===== src/rtl/poly_pkg.sv =====
// Shared types and width helpers for the sequential polynomial multiplier.
// Contents: controller state enum, mode encodings, constant functions that
// derive the load-word width, result width, word-counter width and output
// index width from the module parameters.
package poly_pkg;

  typedef enum logic [1:0] {
    StLoadA,
    StLoadB,
    StCompute,
    StOutput
  } state_e;

  localparam bit ModeLin = 1'b0;  // full linear product, 2N-1 coefficients
  localparam bit ModeNeg = 1'b1;  // negacyclic product mod x^N+1, N coefficients

  function automatic int unsigned calc_in_w(input int unsigned cpl, input int unsigned w);
    return cpl * w;
  endfunction

  // Largest linear coefficient is N*(2^W-1)^2, so 2W+log2(N) magnitude bits plus sign.
  function automatic int unsigned calc_rw(input int unsigned n, input int unsigned w);
    return 2 * w + $clog2(n) + 1;
  endfunction

  function automatic int unsigned calc_wcnt_w(input int unsigned n, input int unsigned cpl);
    return (n / cpl > 1) ? $clog2(n / cpl) : 1;
  endfunction

  function automatic int unsigned calc_idx_w(input int unsigned n);
    return $clog2(2 * n);
  endfunction

endpackage


===== src/rtl/poly_mac_unit.sv =====
// Combinational multiply-accumulate step for the polynomial multiplier.
// Ports:
//   acc_i  RW-bit signed running coefficient
//   a_i    W-bit unsigned coefficient of A
//   b_i    W-bit unsigned coefficient of B
//   neg_i  1 = subtract the product (negacyclic wrap), 0 = add
//   sum_o  RW-bit signed acc_i +/- a_i*b_i
module poly_mac_unit #(
  parameter int unsigned W  = 4,
  parameter int unsigned RW = 11
) (
  input  logic [RW-1:0] acc_i,
  input  logic [W-1:0]  a_i,
  input  logic [W-1:0]  b_i,
  input  logic          neg_i,
  output logic [RW-1:0] sum_o
);

  logic [2*W-1:0] prod;
  logic [RW-1:0]  prod_ext;

  always_comb begin
    prod     = {{W{1'b0}}, a_i} * {{W{1'b0}}, b_i};
    prod_ext = {{(RW - 2 * W){1'b0}}, prod};
    sum_o    = neg_i ? (acc_i - prod_ext) : (acc_i + prod_ext);
  end

endmodule


===== src/rtl/poly_mult_seq.sv =====
// Sequential schoolbook polynomial multiplier.
// Loads two N-coefficient unsigned operands CPL coefficients per word, runs one
// MAC per cycle (N*N cycles), then steps result coefficients out on LED.
// Ports:
//   man_clk    clock, rising edge
//   man_reset  asynchronous active-high reset
//   bits       load word, coefficient k at bits[k*W +: W]
//   in_valid   accept a load word (LOAD_A/LOAD_B only)
//   mode       0 linear, 1 negacyclic; latched with the first A word
//   out_ready  advance to the next result coefficient (only while out_valid)
//   busy       high while computing or presenting results
//   out_valid  LED holds a valid coefficient
//   out_idx    index of the coefficient on LED
//   out_last   out_valid and final coefficient
//   LED        signed result coefficient
module poly_mult_seq
  import poly_pkg::*;
#(
  parameter int unsigned N    = 4,
  parameter int unsigned W    = 4,
  parameter int unsigned CPL  = 4,
  localparam int unsigned InW  = calc_in_w(CPL, W),
  localparam int unsigned RW   = calc_rw(N, W),
  localparam int unsigned IdxW = calc_idx_w(N)
) (
  input  logic            man_clk,
  input  logic            man_reset,
  input  logic [InW-1:0]  bits,
  input  logic            in_valid,
  input  logic            mode,
  input  logic            out_ready,
  output logic            busy,
  output logic            out_valid,
  output logic [IdxW-1:0] out_idx,
  output logic            out_last,
  output logic [RW-1:0]   LED
);

  localparam int unsigned NumWords = N / CPL;
  localparam int unsigned WcW      = calc_wcnt_w(N, CPL);
  localparam int unsigned IW       = $clog2(N);
  localparam int unsigned CW       = (CPL > 1) ? $clog2(CPL) : 1;
  localparam int unsigned NumAcc   = 2 * N - 1;

  state_e          state_q, state_d;
  logic [W-1:0]    a_q [N];
  logic [W-1:0]    a_d [N];
  logic [W-1:0]    b_q [N];
  logic [W-1:0]    b_d [N];
  logic [RW-1:0]   acc_q [NumAcc];
  logic [RW-1:0]   acc_d [NumAcc];
  logic [WcW-1:0]  wcnt_q, wcnt_d;
  logic [IW-1:0]   i_q, i_d, j_q, j_d;
  logic            mode_q, mode_d;
  logic            valid_q, valid_d;
  logic [IdxW-1:0] idx_q, idx_d, nxt_idx;
  logic [RW-1:0]   led_q, led_d;

  logic [CPL-1:0][W-1:0] word;
  logic [IdxW-1:0] tgt, tgt_eff, last_idx;
  logic            wrap;
  logic [RW-1:0]   mac_sum;

  assign word = bits;

  // i+j < 2N always, so i+j >= N is just the top bit and subtracting N clears it.
  always_comb begin
    tgt      = {1'b0, i_q} + {1'b0, j_q};
    wrap     = (mode_q == ModeNeg) && tgt[IdxW-1];
    tgt_eff  = wrap ? {1'b0, tgt[IdxW-2:0]} : tgt;
    last_idx = (mode_q == ModeLin) ? IdxW'(2 * N - 2) : IdxW'(N - 1);
    nxt_idx  = idx_q + 1'b1;
  end

  poly_mac_unit #(
    .W (W),
    .RW(RW)
  ) u_mac (
    .acc_i(acc_q[tgt_eff]),
    .a_i  (a_q[i_q]),
    .b_i  (b_q[j_q]),
    .neg_i(wrap),
    .sum_o(mac_sum)
  );

  always_comb begin
    state_d = state_q;
    a_d     = a_q;
    b_d     = b_q;
    acc_d   = acc_q;
    wcnt_d  = wcnt_q;
    i_d     = i_q;
    j_d     = j_q;
    mode_d  = mode_q;
    valid_d = valid_q;
    idx_d   = idx_q;
    led_d   = led_q;

    unique case (state_q)
      StLoadA: begin
        if (in_valid) begin
          for (int unsigned k = 0; k < NumWords; k++) begin
            if (wcnt_q == WcW'(k)) begin
              for (int unsigned c = 0; c < CPL; c++) a_d[IW'(k * CPL + c)] = word[CW'(c)];
            end
          end
          if (wcnt_q == '0) mode_d = mode;
          if (wcnt_q == WcW'(NumWords - 1)) begin
            wcnt_d  = '0;
            state_d = StLoadB;
          end else begin
            wcnt_d = wcnt_q + 1'b1;
          end
        end
      end
      StLoadB: begin
        if (in_valid) begin
          for (int unsigned k = 0; k < NumWords; k++) begin
            if (wcnt_q == WcW'(k)) begin
              for (int unsigned c = 0; c < CPL; c++) b_d[IW'(k * CPL + c)] = word[CW'(c)];
            end
          end
          if (wcnt_q == WcW'(NumWords - 1)) begin
            wcnt_d  = '0;
            acc_d   = '{default: '0};
            i_d     = '0;
            j_d     = '0;
            state_d = StCompute;
          end else begin
            wcnt_d = wcnt_q + 1'b1;
          end
        end
      end
      StCompute: begin
        acc_d[tgt_eff] = mac_sum;
        j_d = j_q + 1'b1;
        if (j_q == IW'(N - 1)) begin
          i_d = i_q + 1'b1;
          if (i_q == IW'(N - 1)) begin
            idx_d   = '0;
            state_d = StOutput;
          end
        end
      end
      StOutput: begin
        // First OUTPUT cycle registers acc[0] onto LED; the last MAC has settled by then.
        if (!valid_q) begin
          valid_d = 1'b1;
          led_d   = acc_q[idx_q];
        end else if (out_ready) begin
          if (idx_q == last_idx) begin
            valid_d = 1'b0;
            idx_d   = '0;
            led_d   = '0;
            state_d = StLoadA;
          end else begin
            idx_d = nxt_idx;
            led_d = acc_q[nxt_idx];
          end
        end
      end
    endcase
  end

  always_ff @(posedge man_clk or posedge man_reset) begin
    if (man_reset) begin
      state_q <= StLoadA;
      a_q     <= '{default: '0};
      b_q     <= '{default: '0};
      acc_q   <= '{default: '0};
      wcnt_q  <= '0;
      i_q     <= '0;
      j_q     <= '0;
      mode_q  <= ModeLin;
      valid_q <= 1'b0;
      idx_q   <= '0;
      led_q   <= '0;
    end else begin
      state_q <= state_d;
      a_q     <= a_d;
      b_q     <= b_d;
      acc_q   <= acc_d;
      wcnt_q  <= wcnt_d;
      i_q     <= i_d;
      j_q     <= j_d;
      mode_q  <= mode_d;
      valid_q <= valid_d;
      idx_q   <= idx_d;
      led_q   <= led_d;
    end
  end

  assign busy      = (state_q == StCompute) || (state_q == StOutput);
  assign out_valid = valid_q;
  assign out_idx   = idx_q;
  assign out_last  = valid_q && (idx_q == last_idx);
  assign LED       = led_q;

endmodule


===== config.mk =====
export PLATFORM = sky130hd
export DESIGN_NAME = poly_mult_seq
export DESIGN_NICKNAME = d
export VERILOG_FILES = /design/src/rtl/poly_pkg.sv /design/src/rtl/poly_mac_unit.sv /design/src/rtl/poly_mult_seq.sv
export SDC_FILE = /design/constraint.sdc
export NUM_CORES = 1
export LEC_CHECK = 0
export CORE_MARGIN = 8
export CORE_UTILIZATION = 65
export CTS_CLUSTER_SIZE = 8
export DETAILED_ROUTE_END_ITERATION = 10
export PLACE_DENSITY = 0.95
export SETUP_SLACK_MARGIN = 0.4
export SYNTH_ARGS = -nofsm -noshare
export SYNTH_HDL_FRONTEND = slang
export SYNTH_SLANG_ARGS = --single-unit

===== constraint.sdc =====
create_clock -name man_clk -period 15.3 [get_ports man_clk]
set_input_delay 3.06 -clock man_clk [delete_from_list [all_inputs] [get_ports man_clk]]
set_output_delay 3.06 -clock man_clk [all_outputs]
set_load 0.01 [all_outputs]

==> metrics.yaml <==
clockBufferDepth: 2
grt_pass1_wl_microns: 38000
vias_per_cell: 7.14
routed_wl_microns: 23700
crit_path_cell_trace: "mux4_2 -> nand2_1 -> fa_1 -> inv_1 -> fa_1 -> fa_1 -> a21o_1 -> a21oi_1 -> xnor2_1 -> o31ai_1 -> xor2_1 -> ha_1 -> or3_1 -> a31oi_1 -> a41oi_1 -> xor2_1 -> mux2i_1 -> o21ai_0"
hp-class: "reg2reg"
syn_nets: 832
antenna_cells: 0
rows: 41
hold_viol: 0
max_cap_viol_count: 0
utilization: 0.754
die_area_sq_mm: 0.0165
grt_max_degree: 75
cp-start-kind: "flop"
fin_nets: 851
path_buf_inv: 1
reg2reg_slack_ns: 9.51
yosysMostFrequentCell: "dfrtp_1"
synth_warnings: 0
report.final.setup_viol: 0
antenna_found_initial: 0
slew_violations: 0
coreArea_sq_mm: 0.0125
crit_start: "i_q[0]"
cp.required_ns: 15.61
relSlewSlack: 0.206
clock_skew_ns: 0.00997
drt_iter0_markers: 830
insertion_delay_ns: 0.44
dpl.hpwl_microns: 15600
synth_top_family_by_area: "multiplexers"
start_util: 0.660
ys.flop_type: "dfrtp_1"
htree_levels: 4
cpPeakStageDelay_ns: 0.62
post_cts_buffers: 0
syn_to_final_growth_pct: 14.2
synth_edf_count: 0
synth_compound_area_frac: 0.172
ys_ff_latch: 131
arrival_ns: 6.10
critPathKind: "reg2reg"
place_ws_ns: 9.72
synth-simple-area-share: 0.107
synth_common_cells: "131 x dfrtp_1, 104 x nand2_1, 71 x o21ai_0"
synth_area_per_cell_sq_um: 10.6
wl_per_cell_microns: 24.3
worst_slew_pin_slew_ns: 1.18
die_h_microns: 129
grt_usage: 0.299
synthArstFlopShare: 1.00
synth-xor-area-share: 0.0202
synth.area.mux_share: 0.212
r2r_cells: 18
crit_top_cell: "fa_1"
grt_setup_unrepaired: "false"
grt_pass1_vias: 7293
cp-endpoint: "acc_q[32]"
end_kind: "flop"
synth_top_area_cell: "dfrtp_1"
clkTransAtPathRegs_ns: 0.06
critical-path-top-delay-family: "adder cells"
die_x_microns: 129
crit_slowest_cell: "mux4_2"
fin_ws_ns: 9.51
ys_types: 53
cp.depth: 18
route.vias.total: 6969
grt-ovfl-total: 0
layout-drive-gt1-share: 0.169
final.period_utilization: 0.379
cp_max_fo: 8
cts_sinks: 131
ys_seq_area_frac: 0.398
ant_nets: 0
status: "finished, final reports clean"
max_clock_freq_ghz: 0.173
port_buffers: 37
postCtsHoldBufs: 0
synth_fa_ha_area_frac: 0.0633
syn_area_sq_mm: 0.00823
cts_tree: "done"
r2r_end: "acc_q[32]"
period_minus_slack_ns: 5.79
syn_inst: 773
dr.pass1.iters: 6
regToRegStartpoint: "i_q[0]"
numCtsBuffers: 17
root_buffer: "clkbuf_16"
tns_ns: 0
gp_routability_congestion: 0.933
drt_drc_violations_left: 0
yosys-top-cells-area: "dfrtp_1 40%, mux4_2 11%, mux2_2 6.8%, ha_1 4.9%, a22o_1 4.8%"
cts_resized: 0
ios: 38
synth.top_cell.area_share: 0.398
[per-stage QoR]
stage / instance area (sq um) / std cells / hold slack (ns)
after floorplan: 8230 / 773 / 0.474
after global placement: 8700 / 945 / 0.461
after detailed placement: 8700 / 945 / 0.473
after CTS: 9400 / 976 / 0.487
after global routing: 9400 / 976 / 0.512
final: 9400 / 976 / 0.483
[metal layers]
layer | GRT usage | vias to the layer above | share of wire
met2 | 0.474 | 516 | 0.47
li1 | - | 2917 | -
met1 | 0.340 | 3384 | 0.35
met4 | 0.210 | 0 | 0.062
met3 | 0.0968 | 152 | 0.12
met5 | 0 | - | 0
[logic make-up (layout without fill, tap and decap cells)]
group,count (synthesis),count (layout)
multiplexers,119,119
flip-flops,131,131
AND/OR/NAND/NOR,195,195
AO/OA/AOI/OAI,210,210
adder cells (fa/ha/maj),38,38
XOR/XNOR,19,19
buffers and inverters,61,92
[cell usage in the layout, fill, tap and decap left out, types with 3 or more instances in the layout]
master / count
bufinv_16: 7
a21o_1: 9
or2_2: 3
mux2i_1: 30
nand2_1: 104
a31oi_1: 7
clkbuf_16: 17
clkinvlp_4: 3
inv_1: 14
mux2_2: 50
o31ai_1: 9
fa_1: 6
nor2b_1: 7
or3_1: 4
o21ai_0: 70
and3_1: 3
buf_4: 8
a22o_1: 45
clkdlybuf4s50_1: 37
dfrtp_1: 130
o22a_1: 11
o211ai_1: 3
nand3_1: 11
ha_1: 32
xor2_1: 8
mux4_2: 39
a21oi_1: 23
and2_1: 15
o21ai_1: 6
a22oi_1: 12
nor3b_1: 3
nor2_1: 34
xnor2_1: 11
[area by class of cell]
class                           instances  area [sq um]
Fill cell                             784          3070
Timing Repair Buffer                   45           430
Clock inverter                         13           255
Tap cell                              172           215
Clock buffer                           18           439
Sequential cell                       131          3280
Multi-Input combinational cell        581          4720
Inverter                               16          62.6
[worst reg2reg max path, cell delays in order (launching register included)]
cell and delay [ns]:
dfrtp_1 0.60, mux4_2 0.62, nand2_1 0.11, fa_1 0.41, inv_1 0.09, fa_1 0.45
fa_1 0.50, a21o_1 0.18, a21oi_1 0.19, xnor2_1 0.17, o31ai_1 0.39, xor2_1 0.25
ha_1 0.32, or3_1 0.36, a31oi_1 0.19, a41oi_1 0.09, xor2_1 0.29, mux2i_1 0.31
o21ai_0 0.15
[sequential cells by signal, summed over array words and instances (netlist names)]
register	count
acc_q	77
a_q	16
b_q	16
LED	11
out_idx	3
i_q	2
j_q	2
state_q	2
mode_q	1
out_valid	1
[how the worst min path moves through the flow]
stage	start	end	slack, ns	depth (start not counted)
after detailed placement	LED[7]	LED[7]	0.47	2
after CTS	LED[4]	LED[4]	0.49	2
after global routing	LED[3]	LED[3]	0.51	2
final	LED[4]	LED[4]	0.48	2
after floorplan	a_q[4]	a_q[4]	0.47	1
after global placement	LED[5]	LED[5]	0.46	2
Power is not shown: default switching activity piles up to over one toggle a cycle in this logic, so the estimate is an artifact.
